$ cat src/rtl/multicycle_control_unit.sv
// Multicycle RV32-style control FSM: sequences FETCH/DECODE/EXEC/MEM/WB,
// times out stalled memory accesses into a sticky TRAP, and counts retired instructions.
module multicycle_control_unit #(
    parameter int ALU_OP_W    = 4,
    parameter int MEM_TIMEOUT = 15,
    parameter int CNT_W       = 32
) (
    input  logic                clk,
    input  logic                rst,
    input  logic [6:0]          opcode,
    input  logic [2:0]          funct3,
    input  logic [6:0]          funct7,
    input  logic                zero,
    input  logic                mem_ready,
    output logic                mem_req,
    output logic                mem_we,
    output logic                addr_sel,
    output logic                ir_write,
    output logic                pc_write,
    output logic                pc_src,
    output logic                reg_write,
    output logic                alu_src,
    output logic                mem_to_reg,
    output logic                jump,
    output logic [ALU_OP_W-1:0] alu_op,
    output logic [2:0]          state,
    output logic                trap,
    output logic [1:0]          trap_cause,
    output logic [CNT_W-1:0]    instret,
    output logic                retire
);

    localparam logic [2:0] S_FETCH  = 3'd0;
    localparam logic [2:0] S_DECODE = 3'd1;
    localparam logic [2:0] S_EXEC   = 3'd2;
    localparam logic [2:0] S_MEM    = 3'd3;
    localparam logic [2:0] S_WB     = 3'd4;
    localparam logic [2:0] S_TRAP   = 3'd5;

    localparam logic [6:0] OP_R      = 7'b0110011;
    localparam logic [6:0] OP_I      = 7'b0010011;
    localparam logic [6:0] OP_LOAD   = 7'b0000011;
    localparam logic [6:0] OP_STORE  = 7'b0100011;
    localparam logic [6:0] OP_BRANCH = 7'b1100011;
    localparam logic [6:0] OP_JAL    = 7'b1101111;
    localparam logic [6:0] OP_JALR   = 7'b1100111;
    localparam logic [6:0] OP_LUI    = 7'b0110111;
    localparam logic [6:0] OP_AUIPC  = 7'b0010111;

    localparam int              WAIT_W      = (MEM_TIMEOUT > 0) ? $clog2(MEM_TIMEOUT + 1) : 1;
    localparam logic [WAIT_W-1:0] TIMEOUT_CNT = WAIT_W'(MEM_TIMEOUT);

    logic [2:0]          r_state;
    logic [WAIT_W-1:0]   r_wait;
    logic                r_trap;
    logic [1:0]          r_cause;
    logic [CNT_W-1:0]    r_instret;

    logic [2:0]          w_next;
    logic                w_set_trap;
    logic [1:0]          w_cause;
    logic                w_mem_req, w_mem_we, w_addr_sel, w_ir_write, w_pc_write, w_pc_src;
    logic                w_reg_write, w_alu_src, w_mem_to_reg, w_jump, w_retire;
    logic [ALU_OP_W-1:0] w_alu_op;

    logic w_is_r, w_is_i, w_is_load, w_is_store, w_is_branch;
    logic w_is_jal, w_is_jalr, w_is_lui, w_is_auipc, w_legal, w_timeout;
    logic w_unused;

    assign w_is_r      = (opcode == OP_R);
    assign w_is_i      = (opcode == OP_I);
    assign w_is_load   = (opcode == OP_LOAD);
    assign w_is_store  = (opcode == OP_STORE);
    assign w_is_branch = (opcode == OP_BRANCH);
    assign w_is_jal    = (opcode == OP_JAL);
    assign w_is_jalr   = (opcode == OP_JALR);
    assign w_is_lui    = (opcode == OP_LUI);
    assign w_is_auipc  = (opcode == OP_AUIPC);
    assign w_legal     = w_is_r | w_is_i | w_is_load | w_is_store | w_is_branch
                       | w_is_jal | w_is_jalr | w_is_lui | w_is_auipc;
    // Only funct7[5] distinguishes operations; the remaining bits are don't-care.
    assign w_unused    = ^{funct7[6], funct7[4:0]};

    // A ready strobe on the final allowed cycle still wins over the timeout.
    assign w_timeout   = (r_wait == TIMEOUT_CNT) && !mem_ready;

    always_comb begin
        w_next       = r_state;
        w_set_trap   = 1'b0;
        w_cause      = 2'b00;
        w_mem_req    = 1'b0;
        w_mem_we     = 1'b0;
        w_addr_sel   = 1'b0;
        w_ir_write   = 1'b0;
        w_pc_write   = 1'b0;
        w_pc_src     = 1'b0;
        w_reg_write  = 1'b0;
        w_alu_src    = 1'b0;
        w_mem_to_reg = 1'b0;
        w_jump       = 1'b0;
        w_retire     = 1'b0;
        w_alu_op     = '0;
        if (!rst) begin
            case (r_state)
                S_FETCH: begin
                    w_mem_req = 1'b1;
                    if (mem_ready) begin
                        w_ir_write = 1'b1;
                        w_pc_write = 1'b1;
                        w_next     = S_DECODE;
                    end else if (w_timeout) begin
                        w_next     = S_TRAP;
                        w_set_trap = 1'b1;
                        w_cause    = 2'b10;
                    end
                end
                S_DECODE: begin
                    if (w_legal) begin
                        w_next = S_EXEC;
                    end else begin
                        w_next     = S_TRAP;
                        w_set_trap = 1'b1;
                        w_cause    = 2'b01;
                    end
                end
                S_EXEC: begin
                    w_alu_src = w_is_i | w_is_load | w_is_store | w_is_jalr | w_is_lui | w_is_auipc;
                    if (w_is_r)
                        w_alu_op = ALU_OP_W'({funct7[5], funct3});
                    else if (w_is_i)
                        w_alu_op = ALU_OP_W'({(funct3 == 3'b101) & funct7[5], funct3});
                    else if (w_is_branch)
                        w_alu_op = ALU_OP_W'(4'b1000);
                    else if (w_is_lui)
                        w_alu_op = ALU_OP_W'(4'b1010);
                    else if (w_is_auipc)
                        w_alu_op = ALU_OP_W'(4'b1011);

                    if (w_is_load || w_is_store) begin
                        w_next = S_MEM;
                    end else if (w_is_jal || w_is_jalr) begin
                        w_jump     = 1'b1;
                        w_pc_write = 1'b1;
                        w_pc_src   = 1'b1;
                        w_next     = S_WB;
                    end else if (w_is_branch) begin
                        w_pc_write = zero ^ funct3[0];
                        w_pc_src   = zero ^ funct3[0];
                        w_retire   = 1'b1;
                        w_next     = S_FETCH;
                    end else begin
                        w_next = S_WB;
                    end
                end
                S_MEM: begin
                    w_mem_req  = 1'b1;
                    w_addr_sel = 1'b1;
                    w_mem_we   = w_is_store;
                    if (mem_ready) begin
                        w_retire = w_is_store;
                        w_next   = w_is_store ? S_FETCH : S_WB;
                    end else if (w_timeout) begin
                        w_next     = S_TRAP;
                        w_set_trap = 1'b1;
                        w_cause    = 2'b10;
                    end
                end
                S_WB: begin
                    w_reg_write  = 1'b1;
                    w_mem_to_reg = w_is_load;
                    w_retire     = 1'b1;
                    w_next       = S_FETCH;
                end
                S_TRAP:  w_next = S_TRAP;
                default: w_next = S_FETCH;
            endcase
        end
    end

    always_ff @(posedge clk or posedge rst) begin
        if (rst) begin
            r_state   <= S_FETCH;
            r_wait    <= '0;
            r_trap    <= 1'b0;
            r_cause   <= 2'b00;
            r_instret <= '0;
        end else begin
            r_state <= w_next;
            if (w_next != r_state)
                r_wait <= '0;
            else if ((r_state == S_FETCH || r_state == S_MEM) && !mem_ready)
                r_wait <= r_wait + WAIT_W'(1);
            if (w_set_trap) begin
                r_trap  <= 1'b1;
                r_cause <= w_cause;
            end
            if (w_retire)
                r_instret <= r_instret + CNT_W'(1);
        end
    end

    assign state      = r_state;
    assign trap       = r_trap;
    assign trap_cause = r_cause;
    assign instret    = r_instret;
    assign mem_req    = w_mem_req;
    assign mem_we     = w_mem_we;
    assign addr_sel   = w_addr_sel;
    assign ir_write   = w_ir_write;
    assign pc_write   = w_pc_write;
    assign pc_src     = w_pc_src;
    assign reg_write  = w_reg_write;
    assign alu_src    = w_alu_src;
    assign mem_to_reg = w_mem_to_reg;
    assign jump       = w_jump;
    assign retire     = w_retire;
    assign alu_op     = w_alu_op;

endmodule

$ cat config.mk
export PLATFORM = sky130hd
export DESIGN_NAME = multicycle_control_unit
export DESIGN_NICKNAME = d
export VERILOG_FILES = /design/src/rtl/multicycle_control_unit.sv
export SDC_FILE = /design/constraint.sdc
export NUM_CORES = 1
export LEC_CHECK = 0
export BUFFER_PORTS_ARGS = -buffer_cell sky130_fd_sc_hd__buf_2
export CORE_ASPECT_RATIO = 1.5
export CORE_MARGIN = 3
export CORE_UTILIZATION = 55
export DETAILED_ROUTE_END_ITERATION = 8
export PLACE_DENSITY = 0.84
export SLEW_MARGIN = 15
export SYNTH_ARGS = -nofsm -noshare
export SYNTH_HDL_FRONTEND = slang
export SYNTH_SLANG_ARGS = --single-unit
$ cat constraint.sdc
create_clock -name clk -period 4.4 [get_ports clk]
set_clock_uncertainty 0.15 [all_clocks]
set_input_delay 0.88 -clock clk [delete_from_list [all_inputs] [get_ports clk]]
set_output_delay 0.88 -clock clk [all_outputs]
set_load 0.01 [all_outputs]
==> results by group <==
Logic synthesis
  – Post-Syn Area: 0.00251 mm²
  – Post-synth top area share: 41.9%
  – Post-Synthesis Cells: 262
  – Synth unique cells: 58
  – Synth Warn #: 0
  – Post-synth ARST share: 100%
  – Synth Net Count: 285
  – Dominant cells by area after synthesis: dfrtp_1 (42%), xor2_1 (8.0%), xnor2_1 (4.2%), nor2_1 (3.7%), nand3_1 (3.2%)
  – Synth Flop Type: dfrtp_1
  – Post-synth EDFFs: 0
  – Top post-synthesis cells by count: dfrtp_1 (42), nor2_1 (25), xor2_1 (23)
  – Area leader, netlist: dfrtp_1
  – Register area share after synthesis: 41.9%
  – Post-synthesis area per instance: 9.57 µm²
  – Yosys reg bits: 42
  – Count leader, synth: dfrtp_1

Floorplan
  – Core footprint: 0.00432 mm²
  – Die height: 88.7 µm
  – Initial Util: 58.0%
  – I/O pin count: 74
  – Die Area: 0.00542 mm²
  – Rows: 29
  – Die X: 61.1 µm

Global route
  – Vias in the first global route: 2204
  – Initial antenna violation count: 0
  – First-pass GRT wire length: 9.95 mm
  – Largest net degree at the start of global routing: 44
  – Gr usage total: 23.9%
  – GRT overflow: 0

CTS
  – CTS buffer count: 5
  – H-tree Lvls: 2
  – Worst skew pair latency: 290 ps
  – CTS sink cnt: 42
  – Cts hold-fix bufs: 0
  – Clock-pin transition on the worst setup and hold timing paths: 70 ps
  – Clock buffer depth: 2
  – CTS tree: done
  – Post-CTS Setup Repair Bufs: 0
  – CTS root buf: clkbuf_8
  – CTS-repair resized insts: 0

Pwr
  – Sw Ratio: 36.5%
  – Power Internal: 0.647 mW
  – Seq pwr share: 49.2%
  – Pwr per Cell Area: 346 mW/mm²
  – Peak VDD IR: 0.181 mV
  – Gate power share: 28.3%
  – Leak Pwr: 1.50 nW
  – Sw power: 0.372 mW
  – Clock group share of total power: 22.5%

Worst setup path
  – Crit path DAT: 2280 ps
  – CP max FO: 12
  – Critical path endpoint category: primary output
  – Reg2reg start: state[1]
  – CP startpoint: rst
  – Critical Path RT: 3370 ps
  – Setup crit start kind: input pin
  – Critical path type: input pin to primary output

Placement
  – DP HPWL: 4.49 mm
  – Placer Congestion: 0.840
  – DP Worst Slack: 1070 ps
  – Port bufs: 67

Detailed routing
  – DR pass1 iterations: 4
  – DRC violations left: 0
  – WL final: 5.88 mm
  – Antenna Violating Nets Remaining: 0
  – DR vias/cell: 5.98
  – Vias: 2229
  – Drt initial violations: 185
  – Routed WL per cell: 15.8 µm

Timing
  – Slew @ Worst Pin: 600 ps
  – Final Hold Vio Count: 0
  – Final setup fails: 0
  – Setup TNS: 0 ps
  – Achievable frequency: 302 MHz
  – Final Slew Violations: 0
  – Minimum clock period: 3310 ps
  – Tcrit/Tclk final: 75.3%
  – Slew Limit Headroom: 59.6%
  – RSZ-0062 raised after global routing: false
  – Final worst slack: 1090 ps

Flow run
  – Max-cap viol count: 0

Status
  – Status: completed

Layout
  – Synthesis-to-finish area growth: 17.4%
  – # fillers: 351
  – Final net count: 350
  – Area of the multi-input gates: 0.00137 mm²
  – Layout cells sized above 1: 27.8%
  – # diodes: 0
  – Register Area: 0.00105 mm²

Min path
  – Worst hold path type: flip-flop to flip-flop
  – HP Start: trap
==> power by group through the flow <==
| stage | registers, mW | logic [mW] | clock network, mW |
|---|---|---|---|
| after floorplan | 0.481 | 0.219 | 0 |
| after global placement | 0.507 | 0.279 | 0 |
| after detailed placement | 0.506 | 0.290 | 0 |
| after CTS | 0.500 | 0.292 | 0.237 |
| after global routing | 0.515 | 0.321 | 0.257 |
| final | 0.502 | 0.288 | 0.229 |
==> flip-flops by register name (all words and copies together) (netlist names) <==
register / cells
trap_cause: 2
instret: 32
state: 3
trap: 1
r_wait: 4
==> critical path, cell delays in order <==
cell and delay, ps:
buf_2 160, or4b_4 570, o31ai_4 270, nor2_2 190, inv_1 80, buf_2 120
==> cells by family after synthesis <==
| logic type | synth area share, % |
|---|---|
| mux | 1.65 |
| flops | 41.9 |
| simple gates | 28.4 |
| buf+inv | 3.39 |
| xor+xnor | 12.2 |
| fa+ha+maj | 0.998 |
| compound gates | 11.4 |
==> area by class of cell <==
type	instances	share of cell area [%]
clock inverters	2	0.340
multi-input cells	200	46.6
well taps	46	1.96
clock buffers	5	2.34
inverters	9	1.15
repair buffers	69	11.9
flip-flops and latches	42	35.7
==> cell usage in the layout, fill, tap and decap left out, drive strengths merged, types with 2 or more instances in the layout <==
cell type	instances
buf	69
dfrtp	42
nor2	26
xor2	23
nand2	18
nand3	16
nor3	13
xnor2	12
inv	9
nand4	8
o21ai	7
and3	6
a21oi	6
clkbuf	5
nor4b	5
nor4	5
a21o	4
o31ai	4
mux2i	3
a31oi	3
and4	3
nand2b	3
or4b	3
nor2b	2
and4bb	2
nand3b	2
nor3b	2
ha	2
clkinv	2
==> per-stage QoR <==
step / hold slack (ps) / utilization [%] / total power [mW] / instances / instance area, µm²
after floorplan: 343 / - / 0.700 / 262 / 2510
after global placement: 285 / 66.3 / 0.785 / 366 / 2860
after detailed placement: 289 / 66.3 / 0.796 / 366 / 2860
after CTS: 305 / 68.1 / 1.03 / 373 / 2940
after global routing: 328 / 68.1 / 1.09 / 373 / 2940
final: 302 / 68.1 / 1.02 / 373 / 2940
==> path summary, 6_finish.rpt <==
path                               endpoint  slack [ps]  cells past startpoint
worst min-delay path                   trap         300                      1
worst max-delay path                 retire        1090                      6
worst min register to register         trap         300                      1
max in group asynchronous              trap        3080                      3
worst max register to register  instret[25]        1730                      5
min in group asynchronous       instret[22]         660                      3
==> layer usage <==
metal	vias to the layer above	global-route usage [%]	share of wire, %
met5	-	0	0
met4	0	10.8	2.8
met3	16	4.09	5.8
met2	84	43.0	55
met1	1053	26.5	37
li1	1076	-	-
(Power assumes the default switching activity.)
